==> config.mk <==
export PLATFORM = sky130hd
export DESIGN_NAME = stack_row_controller
export DESIGN_NICKNAME = d
export VERILOG_FILES = /design/src/rtl/stack_row_controller.sv
export SDC_FILE = /design/constraint.sdc
export NUM_CORES = 1
export LEC_CHECK = 0
export CAP_MARGIN = 10
export CORE_ASPECT_RATIO = 1.25
export CORE_MARGIN = 8
export CORE_UTILIZATION = 35
export CTS_BUF_LIST = sky130_fd_sc_hd__clkbuf_16
export DETAILED_ROUTE_END_ITERATION = 16
export HOLD_SLACK_MARGIN = 0.03
export PLACE_DENSITY = 0.58
export SLEW_MARGIN = 20
export SYNTH_ARGS = -nofsm -noshare
export SYNTH_HDL_FRONTEND = slang
export SYNTH_SLANG_ARGS = --single-unit
==> constraint.sdc <==
create_clock -name clk -period 13.4 [get_ports clk]
set_input_delay 2.01 -clock clk [delete_from_list [all_inputs] [get_ports clk]]
set_output_delay 2.01 -clock clk [all_outputs]
set_load 0.05 [all_outputs]
==> src/rtl/stack_row_controller.sv <==
// ----------------------------------------------------------------------------
// stack_row_controller
//   Sequences one stacking round of the block-stacker game. The active row
//   sweeps left/right at the frame-based speed set by the level FSM. A place
//   press locks the row and trims it to its overlap with the row below. A
//   successful placement pulses next_signal. A miss ends in OVER, and a
//   successful placement at MAX_LEVEL ends in WIN.
//
//   Optional feature macro: SCORE_EN (adds a saturating 16-bit score output).
//
// Ports
//   clk          system clock
//   resetn       synchronous reset, active HIGH despite the name
//   go           start/restart request (level)
//   place        one-cycle place pulse
//   frame_tick   one-cycle frame strobe
//   speed_count  frames per column step (0 acts as 1)
//   num_blocks   max row width for this level (0 acts as 1)
//   curr_level   current level
//   row_mask     moving row, bit i = column i
//   base_mask    locked row below the moving row
//   next_signal  one-cycle pulse on successful placement
//   game_over    high while in OVER
//   win          high while in WIN
//   draw_req     one-cycle pulse when row_mask or base_mask changes
//   score        (SCORE_EN only) accumulated score
// ----------------------------------------------------------------------------
module stack_row_controller #(
    parameter int unsigned COLS      = 16,
    parameter int unsigned MAX_LEVEL = 15
) (
    input  logic            clk,
    input  logic            resetn,
    input  logic            go,
    input  logic            place,
    input  logic            frame_tick,
    input  logic [5:0]      speed_count,
    input  logic [3:0]      num_blocks,
    input  logic [3:0]      curr_level,
    output logic [COLS-1:0] row_mask,
    output logic [COLS-1:0] base_mask,
    output logic            next_signal,
    output logic            game_over,
    output logic            win,
    output logic            draw_req
`ifdef SCORE_EN
    ,
    output logic [15:0]     score
`endif
);

    localparam int unsigned PW = $clog2(COLS);
    localparam int unsigned WW = PW + 1;
    localparam int unsigned MW = COLS + 1;

    typedef enum logic [2:0] {
        S_IDLE, S_SPAWN, S_MOVE, S_LOCK, S_ADVANCE, S_OVER, S_WIN
    } state_e;

    state_e          state_q;
    logic [COLS-1:0] row_mask_q, base_mask_q;
    logic [PW-1:0]   pos_q;
    logic [WW-1:0]   width_q;
    logic            dir_right_q;
    logic [5:0]      tick_cnt_q;
    logic            next_q, over_q, win_q, draw_q;

    function automatic logic [WW-1:0] popcount(input logic [COLS-1:0] m);
        logic [WW-1:0] c;
        c = '0;
        for (int i = 0; i < COLS; i++) c = c + WW'(m[i]);
        return c;
    endfunction

    // Contiguous run of w ones starting at column p.
    function automatic logic [COLS-1:0] make_mask(input logic [WW-1:0] w, input logic [PW-1:0] p);
        logic [MW-1:0] ones;
        ones = (MW'(1) << w) - MW'(1);
        return COLS'(ones) << p;
    endfunction

    // Spawn width, step timing and next position/direction
    logic [WW-1:0]   nb_eff, base_pop, spawn_w, pos_max;
    logic [5:0]      spd_eff;
    logic            step_due, step_right;
    logic [PW-1:0]   step_pos;
    logic [COLS-1:0] overlap;

    always_comb begin
        nb_eff     = (num_blocks == 4'd0) ? WW'(1) : WW'(num_blocks);
        base_pop   = popcount(base_mask_q);
        spawn_w    = (nb_eff < base_pop) ? nb_eff : base_pop;
        if (spawn_w == '0) spawn_w = WW'(1);
        spd_eff    = (speed_count == 6'd0) ? 6'd1 : speed_count;
        step_due   = (tick_cnt_q + 6'd1) >= spd_eff;
        pos_max    = WW'(COLS) - width_q;
        // Bounce at either wall: flip direction and step the other way at once.
        step_right = dir_right_q;
        if (dir_right_q && (WW'(pos_q) >= pos_max)) step_right = 1'b0;
        else if (!dir_right_q && (pos_q == '0))    step_right = 1'b1;
        step_pos   = step_right ? (pos_q + PW'(1)) : (pos_q - PW'(1));
        overlap    = row_mask_q & base_mask_q;
    end

`ifdef SCORE_EN
    logic [15:0] score_q, score_sum;
    logic [16:0] score_wide;

    // Saturating score update for the ADVANCE cycle.
    always_comb begin
        score_wide = 17'(score_q) + (17'(base_pop) * 17'(curr_level));
        score_sum  = score_wide[16] ? 16'hFFFF : score_wide[15:0];
    end
    assign score = score_q;
`endif

    // Round sequencer with registered outputs
    always_ff @(posedge clk) begin
        if (resetn) begin
            state_q     <= S_IDLE;
            row_mask_q  <= '0;
            base_mask_q <= '1;
            pos_q       <= '0;
            width_q     <= WW'(1);
            dir_right_q <= 1'b1;
            tick_cnt_q  <= '0;
            next_q      <= 1'b0;
            over_q      <= 1'b0;
            win_q       <= 1'b0;
            draw_q      <= 1'b0;
`ifdef SCORE_EN
            score_q     <= '0;
`endif
        end else begin
            next_q <= 1'b0;
            draw_q <= 1'b0;
            case (state_q)
                S_IDLE: begin
                    if (go) state_q <= S_SPAWN;
                end
                S_SPAWN: begin
                    width_q     <= spawn_w;
                    pos_q       <= '0;
                    dir_right_q <= 1'b1;
                    tick_cnt_q  <= '0;
                    row_mask_q  <= make_mask(spawn_w, '0);
                    draw_q      <= 1'b1;
                    state_q     <= S_MOVE;
                end
                S_MOVE: begin
                    // Place wins over a same-cycle step, so lock sees the pre-step mask.
                    if (place) begin
                        state_q <= S_LOCK;
                    end else if (frame_tick) begin
                        if (step_due) begin
                            tick_cnt_q <= '0;
                            if (width_q != WW'(COLS)) begin
                                pos_q       <= step_pos;
                                dir_right_q <= step_right;
                                row_mask_q  <= make_mask(width_q, step_pos);
                                draw_q      <= 1'b1;
                            end
                        end else begin
                            tick_cnt_q <= tick_cnt_q + 6'd1;
                        end
                    end
                end
                S_LOCK: begin
                    if (overlap == '0) begin
                        state_q <= S_OVER;
                    end else begin
                        base_mask_q <= overlap;
                        draw_q      <= 1'b1;
                        state_q     <= S_ADVANCE;
                    end
                end
                S_ADVANCE: begin
                    next_q  <= 1'b1;
`ifdef SCORE_EN
                    score_q <= score_sum;
`endif
                    state_q <= (32'(curr_level) >= MAX_LEVEL) ? S_WIN : S_SPAWN;
                end
                S_OVER, S_WIN: begin
                    if (go) begin
                        draw_q      <= (base_mask_q != '1);
                        base_mask_q <= '1;
                        over_q      <= 1'b0;
                        win_q       <= 1'b0;
`ifdef SCORE_EN
                        score_q     <= '0;
`endif
                        state_q     <= S_SPAWN;
                    end else if (state_q == S_OVER) begin
                        over_q <= 1'b1;
                    end else begin
                        win_q <= 1'b1;
                    end
                end
                default: state_q <= S_IDLE;
            endcase
        end
    end

    assign row_mask    = row_mask_q;
    assign base_mask   = base_mask_q;
    assign next_signal = next_q;
    assign game_over   = over_q;
    assign win         = win_q;
    assign draw_req    = draw_q;

endmodule

Yosys cells after proc, flatten, opt, wreduce, memory -nomap -nowiden --
Index checks and enable logic that the tools add are counted.
Word-level totals: register bits 55, input bits 19, output and inout port bits 36, logic and storage cells 123
Operators by class: $add $sub $neg 21, $lt $le $gt $ge 4, eq/ne operators 17, shift-type cells 3, muxes and demuxes 46, bitwise gates (word level) 1, reductions and logical operators 20
Operators by type and width (number):
- $mux W16 | 6
- $pmux W16 S2 | 2
- $add A5 B1 Y5 | 11
- $shl A1 B5 Y16 const A | 2
- $sub A16 B2 Y16 const B | 2
- $mux W4 | 6
- $mux W6 | 4
- $mux W1 | 18
- $and A16 B16 Y16 | 1
- $logic_not A16 Y1 | 1
- $ne A16 B16 Y1 const B | 1
- $ne A2 B2 Y1 const B | 8
- $shl A16 B4 Y16 | 1
- $pmux W3 S5 | 1
- $pmux W6 S2 | 1
- $mux W5 | 2
- $eq A3 B3 Y1 const B | 3
- $mux W3 | 3
- $logic_not A4 Y1 | 2
- $pmux W4 S2 | 1
- $add A6 B1 Y6 const B | 1
- $eq A3 B2 Y1 const B | 2
- $ge A6 B6 Y1 | 1
- $logic_not A6 Y1 | 1
- other kinds (25) | 31

Depth between registers and ports, before layout --
Gate-level depths: netlist of the first run.
depth after elaboration 22, depth in mapped cells 28, gate-level depth less buffers 26

Worst setup path after synthesis of the first run --
OpenSTA, ideal clock, no wires.
path type register to register, start register base_mask_q[0] (netlist: base_mask[0]), end register row_mask_q[8] (netlist: row_mask[8]), setup time 0.060 ns, data arrival time 6.674 ns, required time 13.340 ns, setup slack 6.666 ns, cell stages (with the launch flop) 29, buffers on the path 2, clock period less this slack 6.734 ns, cells stage by stage dfxtp_1 inv_1 fa_1 inv_1 fa_1 fa_1 inv_1 fa_1 inv_1 ha_1 a21o_1 a21oi_1 xnor2_1 inv_1 ha_1 nand3_1 o21bai_1 a32oi_2 mux2i_1 clkbuf_1 nand3_1 ha_1 clkbuf_1 inv_1 nand2_1 mux2i_1 a21oi_1 a2111oi_0 a31o_1
On the way: cells in the longest elaborated chain, start to end 22
RTL lines:
- start, declared | line 61 | logic [COLS-1:0] row_mask_q, base_mask_q;
- start signal, assigned | line 172 | base_mask_q <= overlap;
- $add A1 B1 Y2 * | line 71 | for (int i = 0; i < COLS; i++) c = c + WW'(m[i]);
- $add A2 B1 Y3 * | line 71
- $add A3 B1 Y4 * | line 71
- $add A4 B1 Y5 * | line 71
- $add A5 B1 Y5 * (11 in series) | line 71
- $lt A4 B5 Y1 | line 92 | spawn_w = (nb_eff < base_pop) ? nb_eff : base_pop;
- $mux W5 * | line 92
- $logic_not A5 Y1 | line 93 | if (spawn_w == '0) spawn_w = WW'(1);
- $mux W5 * | line 93
- $shl A1 B5 Y16 * | line 78 | ones = (MW'(1) << w) - MW'(1);
- $sub A16 B2 Y16 * | line 78
- $pmux W16 S2 * | line 137 | case (state_q)
- end signal, assigned | line 146 | row_mask_q <= make_mask(spawn_w, '0);
- end signal, assigned | line 160 | row_mask_q <= make_mask(width_q, step_pos);
- end, declared | line 61
Mark *: on every way between the ends. The rest lies on a longest branch, timed or not. A chain may end at the register's enable or synchronous reset.

Worst setup path in the final report of the first run --
Same ends and word-level chain as after synthesis.

==> flow_summary_export.csv, run 1 <==
group,metric,value,unit
yosys,synth_top_area_cell,"dfxtp_1",
floorplan,die_h,148,µm
run,max-cap-violations,0,
yosys,async_flop_share,0,%
critical_path,rr_worst_depth,25,
detailed_routing,num_vias,4915,
critical_path,cp_slowest_stage_delay,780,ps
finish,syn_to_final_growth,16.6,%
pwr,cellLeakagePower,0.00228,µW
finish,nets,736,
timing,finalMaxSlewViolations,0,
placed_design,hpwl,11.7,mm
floorplan,fp-row-count,48,
timing,skew,5.38,ps
detailed_routing,routed_wl,14.9,mm
critical_path,cpLargestDelayFamily,"adder cells",
hold_path,holdPathStages,2,
detailed_routing,vias_per_cell,5.78,
pwr,cellPowerDensity,139,nW/µm²
global_routing,grt_max_degree,33,
global_routing,overflow,0,
yosys,ys_ff_latch,55,
critical_path,crit_buf_inv,6,
critical_path,required,13640,ps
yosys,ys_warn_count,0,
critical_path,crit_arrival,7460,ps
clocking,cts_buffer_depth,2,
critical_path,cp_slowest_cell,"mux2i_1",
outcome,outcome,"complete, no violations",
yosys,syn_inst,650,
placed_design,routabilityCongestion,0.883,
detailed_routing,post_drt_wl_per_cell,17.5,µm
floorplan,dieArea,17900,µm²
detailed_routing,drt_pass1_iterations,5,
yosys,synth_edf_count,0,
detailed_routing,drtIter0Drc,363,
yosys,synth.avg_cell_area,7.48,µm²
finish,drive_gt1_share,5.47,%
timing,max_freq,0.139,GHz
clocking,cts_sinks,55,
detailed_routing,drc,0,
yosys,yosys-top-cells-count,"nand2_1 (67), dfxtp_1 (55), nor2_1 (53), o21ai_0 (49), a21oi_1 (46)",
clocking,clkTransAtPathRegs,70,ps
yosys,synthesis.nets,711,
yosys,synth_top_area_share,22.7,%
critical_path,cp-start-kind,"flip-flop",
critical_path,crit_path_end_kind,"flip-flop",
yosys,synth_area,4860,µm²
critical_path,cp_common_cell,"inv_1",
clocking,numCtsBuffers,5,
yosys,yosys.cell_types.count,70,
clocking,post_cts_buffers,0,
global_routing,first_global_vias,4668,
yosys,synth_ff_type,"dfxtp_1",
floorplan,ios,55,
global_routing,grt_usage,16.6,%
pwr,ir_drop,0.0000627,V
floorplan,die_x,121,µm
finish,utilization,41.4,%
timing,period_needed,7220,ps
yosys,yosys-top-cells-area,"dfxtp_1 (23%), ha_1 (8.0%), nand2_1 (5.2%)",
pwr,finalPower,785,µW
placed_design,io_buffers,54,
timing,min_period_over_period,53.8,%
clocking,cts_tree,"done",
clocking,cts-resized-gates,0,
timing,rsz0062_at_grt,"no",
clocking,h-tree-depth,2,
timing,hold_viol,0,
timing,fin_setup_tns,0,ps
clocking,clk_latency,300,ps
hold_path,hp-class,"reg -> reg",
timing,setup_viol_count_final,0,
global_routing,grt_pass1_wl,24.3,mm
yosys,ys_seq_area_share,22.7,%
critical_path,crit_type,"reg -> reg",
clocking,cts_root_buffer,"clkbuf_16",
detailed_routing,antenna_left,0,
floorplan,initial_core_util,35.5,%
floorplan,core,13700,µm²
critical_path,cp_num_cells,25,
clocking,cts_hold_buf,0,
timing,max_slew.worst_pin.slew,989,ps
timing,maxSlewHeadroom,33.7,%
yosys,synth.most_common_cell,"nand2_1",
global_routing,antenna_found_initial,0,
finish,antennaDiodeCount,0,
critical_path,crit_path_max_fanout,11,
-- final cells by class --
| cell class | count | area [µm²] |
|---|---|---|
| inverter | 42 | 158 |
| multi-input combinational | 508 | 3430 |
| clock inverter | 3 | 25.0 |
| clock buffer | 5 | 125 |
| sequential | 55 | 1100 |
| tap | 175 | 219 |
| fill | 1424 | 8030 |
| timing repair buffer | 63 | 608 |
-- flip-flops by register name (all words and copies together), names as in the netlist, 3 cells and up --
signal	flops
state_q	3
row_mask	16
pos_q	4
tick_cnt_q	6
width_q	5
base_mask	16
-- power by group --
part | leakage, µW | switching, µW | internal (µW) | total (µW)
Combinational | 0.00177 | 278 | 173 | 450
Clock | 0.0000708 | 65.7 | 70.9 | 137
Sequential | 0.000447 | 22.2 | 177 | 199
Total | 0.00228 | 365 | 420 | 785
-- final timing paths --
kind	to	slack (ps)	from
hold reg to reg	game_over$_SDFFE_PP0P_	490	game_over$_SDFFE_PP0P_
hold / removal	game_over$_SDFFE_PP0P_	490	game_over$_SDFFE_PP0P_
setup reg to reg	row_mask[8]$_SDFFE_PP0P_	6180	base_mask[0]$_SDFFE_PP1P_
setup / recovery	row_mask[8]$_SDFFE_PP0P_	6180	base_mask[0]$_SDFFE_PP1P_
-- logic make-up after synthesis --
| family | count (synthesis) | share of synthesized area [%] |
|---|---|---|
| AO/OA/AOI/OAI | 218 | 30.3 |
| XOR/XNOR | 20 | 3.60 |
| adder cells (fa/ha/maj) | 42 | 12.5 |
| buffers and inverters | 87 | 6.95 |
| flip-flops | 55 | 22.7 |
| multiplexers | 15 | 3.22 |
| other | 1 | 0.0772 |
| AND/OR/NAND/NOR | 212 | 20.6 |
-- per-layer routing --
metal	GRT usage [%]	share of wire (%)	vias up
li1	-	-	2415
met1	19.8	43	2315
met2	28.8	50	157
met3	1.98	4.2	28
met4	7.48	3.1	0
met5	0	0	-
-- metrics by stage --
stage                     cell area [µm²]  worst slack [ps]  hold slack [ps]  instances
after global placement               5500              6560              485        842
after global routing                 5660              5540              533        851
after CTS                            5650              6230              505        850
after floorplan                      4860              6670              458        650
final                                5660              6180              495        851
after detailed placement             5500              6250              495        842
-- worst register-to-register path: cells and delay by family, from the launching register on --
kind                       cells  cell delay [ps]
AOI/OAI and AO/OA              5             1310
DFF                            1              410
xor gates and xnor gates       1              270
and+or+nand+nor                3              440
muxes                          2              930
buffers and inverters          6              510
adders and majority gates      8             3270
-- placed cells by master (no fill, tap or decap), types with 6 or more instances in the layout --
master and count:
inv_1 42, nand2_1 67, o21ai_0 49, nor4_1 7, a211oi_1 10, a31oi_1 13, nor2_1 53, nand3_1 21
o21a_1 6, xnor2_1 12, a21oi_1 46, buf_4 9, dfxtp_1 55, clkdlybuf4s50_1 54, a22oi_1 17, fa_1 11
mux2i_1 10, nand4_1 7, nor2b_1 9, xor2_1 8, a21o_1 13, nand2b_1 9, and3_1 8, o22ai_1 6
ha_1 31, nor3_1 16, o221ai_1 6
(Power assumes the default switching activity.)
==> run 2: changes to the inputs <==
Settings changed: PLACE_DENSITY 0.58 to 0.6.
Clock period 13.4 ns to 6 ns, I/O delays scaled along.
==> run 2 against run 1 <==
Total power grew to 2.5 times the previous value; flip-flop and latch count stayed put; combinational power grew to 2.7 times the previous value; critical path depth is 2 higher; sequential share of layout area is 0.51 points lower; first-iteration DRC count is 7.4% higher; routed wire length is 2.5% higher; fmax is 26% higher; largest cell class unchanged; largest power group unchanged.
==> flow_summary_export.csv, run 2 (synthesis gave the netlist of run 1 again) <==
group,metric,value,unit
clocking,clkTransAtPathRegs,80,ps
critical_path,crit_type,"reg -> reg",
timing,min_period_over_period,95.5,%
critical_path,cp-start-kind,"flip-flop",
pwr,p_comb_share,61.8,%
timing,maxSlewHeadroom,38.8,%
pwr,p_clk_share,15.6,%
finish,final_common_cell,"nand2_1",
clocking,clk_latency,300,ps
finish,final_cell_mix,"nand2_1 (66), clkdlybuf4s50_1 (54), nor2_1 (53)",
timing,finalMaxSlewViolations,0,
timing,max_slew.worst_pin.slew,912,ps
global_routing,antenna_found_initial,0,
timing,hold_viol,0,
pwr,cellLeakagePower,0.00237,µW
clocking,numCtsBuffers,5,
detailed_routing,num_vias,5024,
hold_path,hp-class,"reg -> reg",
pwr,internal-power,1070,µW
pwr,p_sw,893,µW
finish,antennaDiodeCount,0,
floorplan,die_x,121,µm
global_routing,first_global_vias,4786,
pwr,p_seq_share,22.6,%
finish,seq_area,1130,µm²
global_routing,grt_pass1_wl,23.9,mm
timing,setup_viol_count_final,0,
finish,syn_to_final_growth,22.5,%
clocking,h-tree-depth,2,
pwr,ir_drop,0.000182,V
run,max-cap-violations,0,
detailed_routing,post_drt_wl_per_cell,17.6,µm
floorplan,die_h,148,µm
critical_path,rr_worst_depth,27,
global_routing,grt_usage,16.2,%
timing,skew,6.09,ps
timing,rsz0062_at_grt,"yes",
floorplan,core,13700,µm²
clocking,cts_sinks,55,
detailed_routing,drc,0,
hold_path,holdPathStages,2,
floorplan,ios,55,
placed_design,routabilityCongestion,0.925,
clocking,cts_buffer_depth,2,
timing,fin_hold_ws,504,ps
pwr,cellPowerDensity,330,nW/µm²
floorplan,fp-row-count,48,
timing,max_freq,0.175,GHz
placed_design,hpwl,11.7,mm
pwr,swShare,45.4,%
critical_path,crit_arrival,5980,ps
detailed_routing,vias_per_cell,5.79,
clocking,cts_root_buffer,"clkbuf_16",
outcome,outcome,"complete, no violations",
finish,multiInputGateArea,3560,µm²
critical_path,crit_path_max_fanout,7,
global_routing,grt_max_degree,32,
critical_path,crit_path_end_kind,"flip-flop",
placed_design,io_buffers,54,
finish,utilization,43.5,%
global_routing,overflow,0,
finish,final_cells,867,
timing,period_needed,5730,ps
critical_path,required,6250,ps
clocking,cts_tree,"done",
floorplan,initial_core_util,35.5,%
detailed_routing,antenna_left,0,
critical_path,r2r_slack,270,ps
detailed_routing,routed_wl,15.2,mm
detailed_routing,drt_pass1_iterations,9,
placed_design,dp_cells,851,
detailed_routing,drtIter0Drc,390,
finish,fillers,1386,
finish,drive_gt1_share,12.0,%
floorplan,dieArea,17900,µm²
finish,nets,752,
run 2: cell types whose count changed in the layout (fill, tap and decap cells not counted), moves of 2 or more:
cell     change
inv_2        +4
dfxtp_2      +3
fa_2         +2
ha_1         -4
buf_4       +14
mux2i_1      -3
fa_1         -2
inv_1        -5
mux2i_4      +3
dfxtp_4      +6
dfxtp_1      -9
ha_4         +3
run 2: final timing paths:
kind | startpoint | end
setup / recovery | base_mask[0]$_SDFFE_PP1P_ | row_mask[8]$_SDFFE_PP0P_
hold / removal | row_mask[1]$_SDFFE_PP0P_ | row_mask[1]$_SDFFE_PP0P_
setup reg to reg | base_mask[0]$_SDFFE_PP1P_ | row_mask[8]$_SDFFE_PP0P_
hold reg to reg | row_mask[1]$_SDFFE_PP0P_ | row_mask[1]$_SDFFE_PP0P_
run 2: area by class of cell:
type,count,area share (%)
Timing Repair Buffer,79,12.3
Multi-Input combinational cell,508,59.8
Sequential cell,55,18.9
Clock buffer,5,2.10
Inverter,42,2.73
Clock inverter,3,0.462
Tap cell,175,3.68
run 2: what timing repair did:
item,CTS,global route
buffers inserted,0,7
pin swaps,0,6
gates resized for setup,2,20
hold buffers,0,0
setup endpoints to repair,1,7
run 2: critical path, cell delays in order (launching register included):
cell and delay [ps]:
dfxtp_4 370, inv_2 40, fa_1 520, inv_1 50
fa_2 360, fa_1 500, inv_1 50, fa_1 490
inv_2 50, ha_1 280, a21o_1 190, a21oi_2 180
xnor2_2 150, inv_1 100, ha_4 290, nand3_1 90
o21bai_4 180, a32oi_2 200, buf_6 190, mux2i_4 260
nand3_2 140, ha_4 220, inv_6 80, nand2_2 50
mux2i_1 130, a21oi_1 100, a2111oi_2 300, a31o_1 130
run 2: per-layer routing:
| metal | up-vias | wire, µm | global-route usage, % |
|---|---|---|---|
| met5 | - | 0 | 0 |
| met4 | 0 | 712 | 9.40 |
| met2 | 157 | 7390 | 28.1 |
| met1 | 2369 | 6500 | 18.8 |
| li1 | 2442 | - | - |
| met3 | 56 | 624 | 1.79 |
run 2: power groups by stage:
stage	clock network (µW)	registers, µW	logic, µW
3_5_place_dp	0	451	1050
4_1_cts	311	443	1060
5_1_grt	325	449	1310
2_1_floorplan	0	509	703
6_report	308	444	1220
3_3_place_gp	0	450	1020
run 2: per-stage QoR:
stage / power, µW / instance area, µm² / TNS (ps) / setup WS [ps]
after floorplan: 1210 / 4940 / 0 / 573
after global placement: 1470 / 5630 / 0 / 211
after detailed placement: 1500 / 5630 / 0 / 29.3
after CTS: 1810 / 5790 / 0 / 6.44
after global routing: 2090 / 5950 / -68.8 / -68.8
final: 1970 / 5950 / 0 / 271
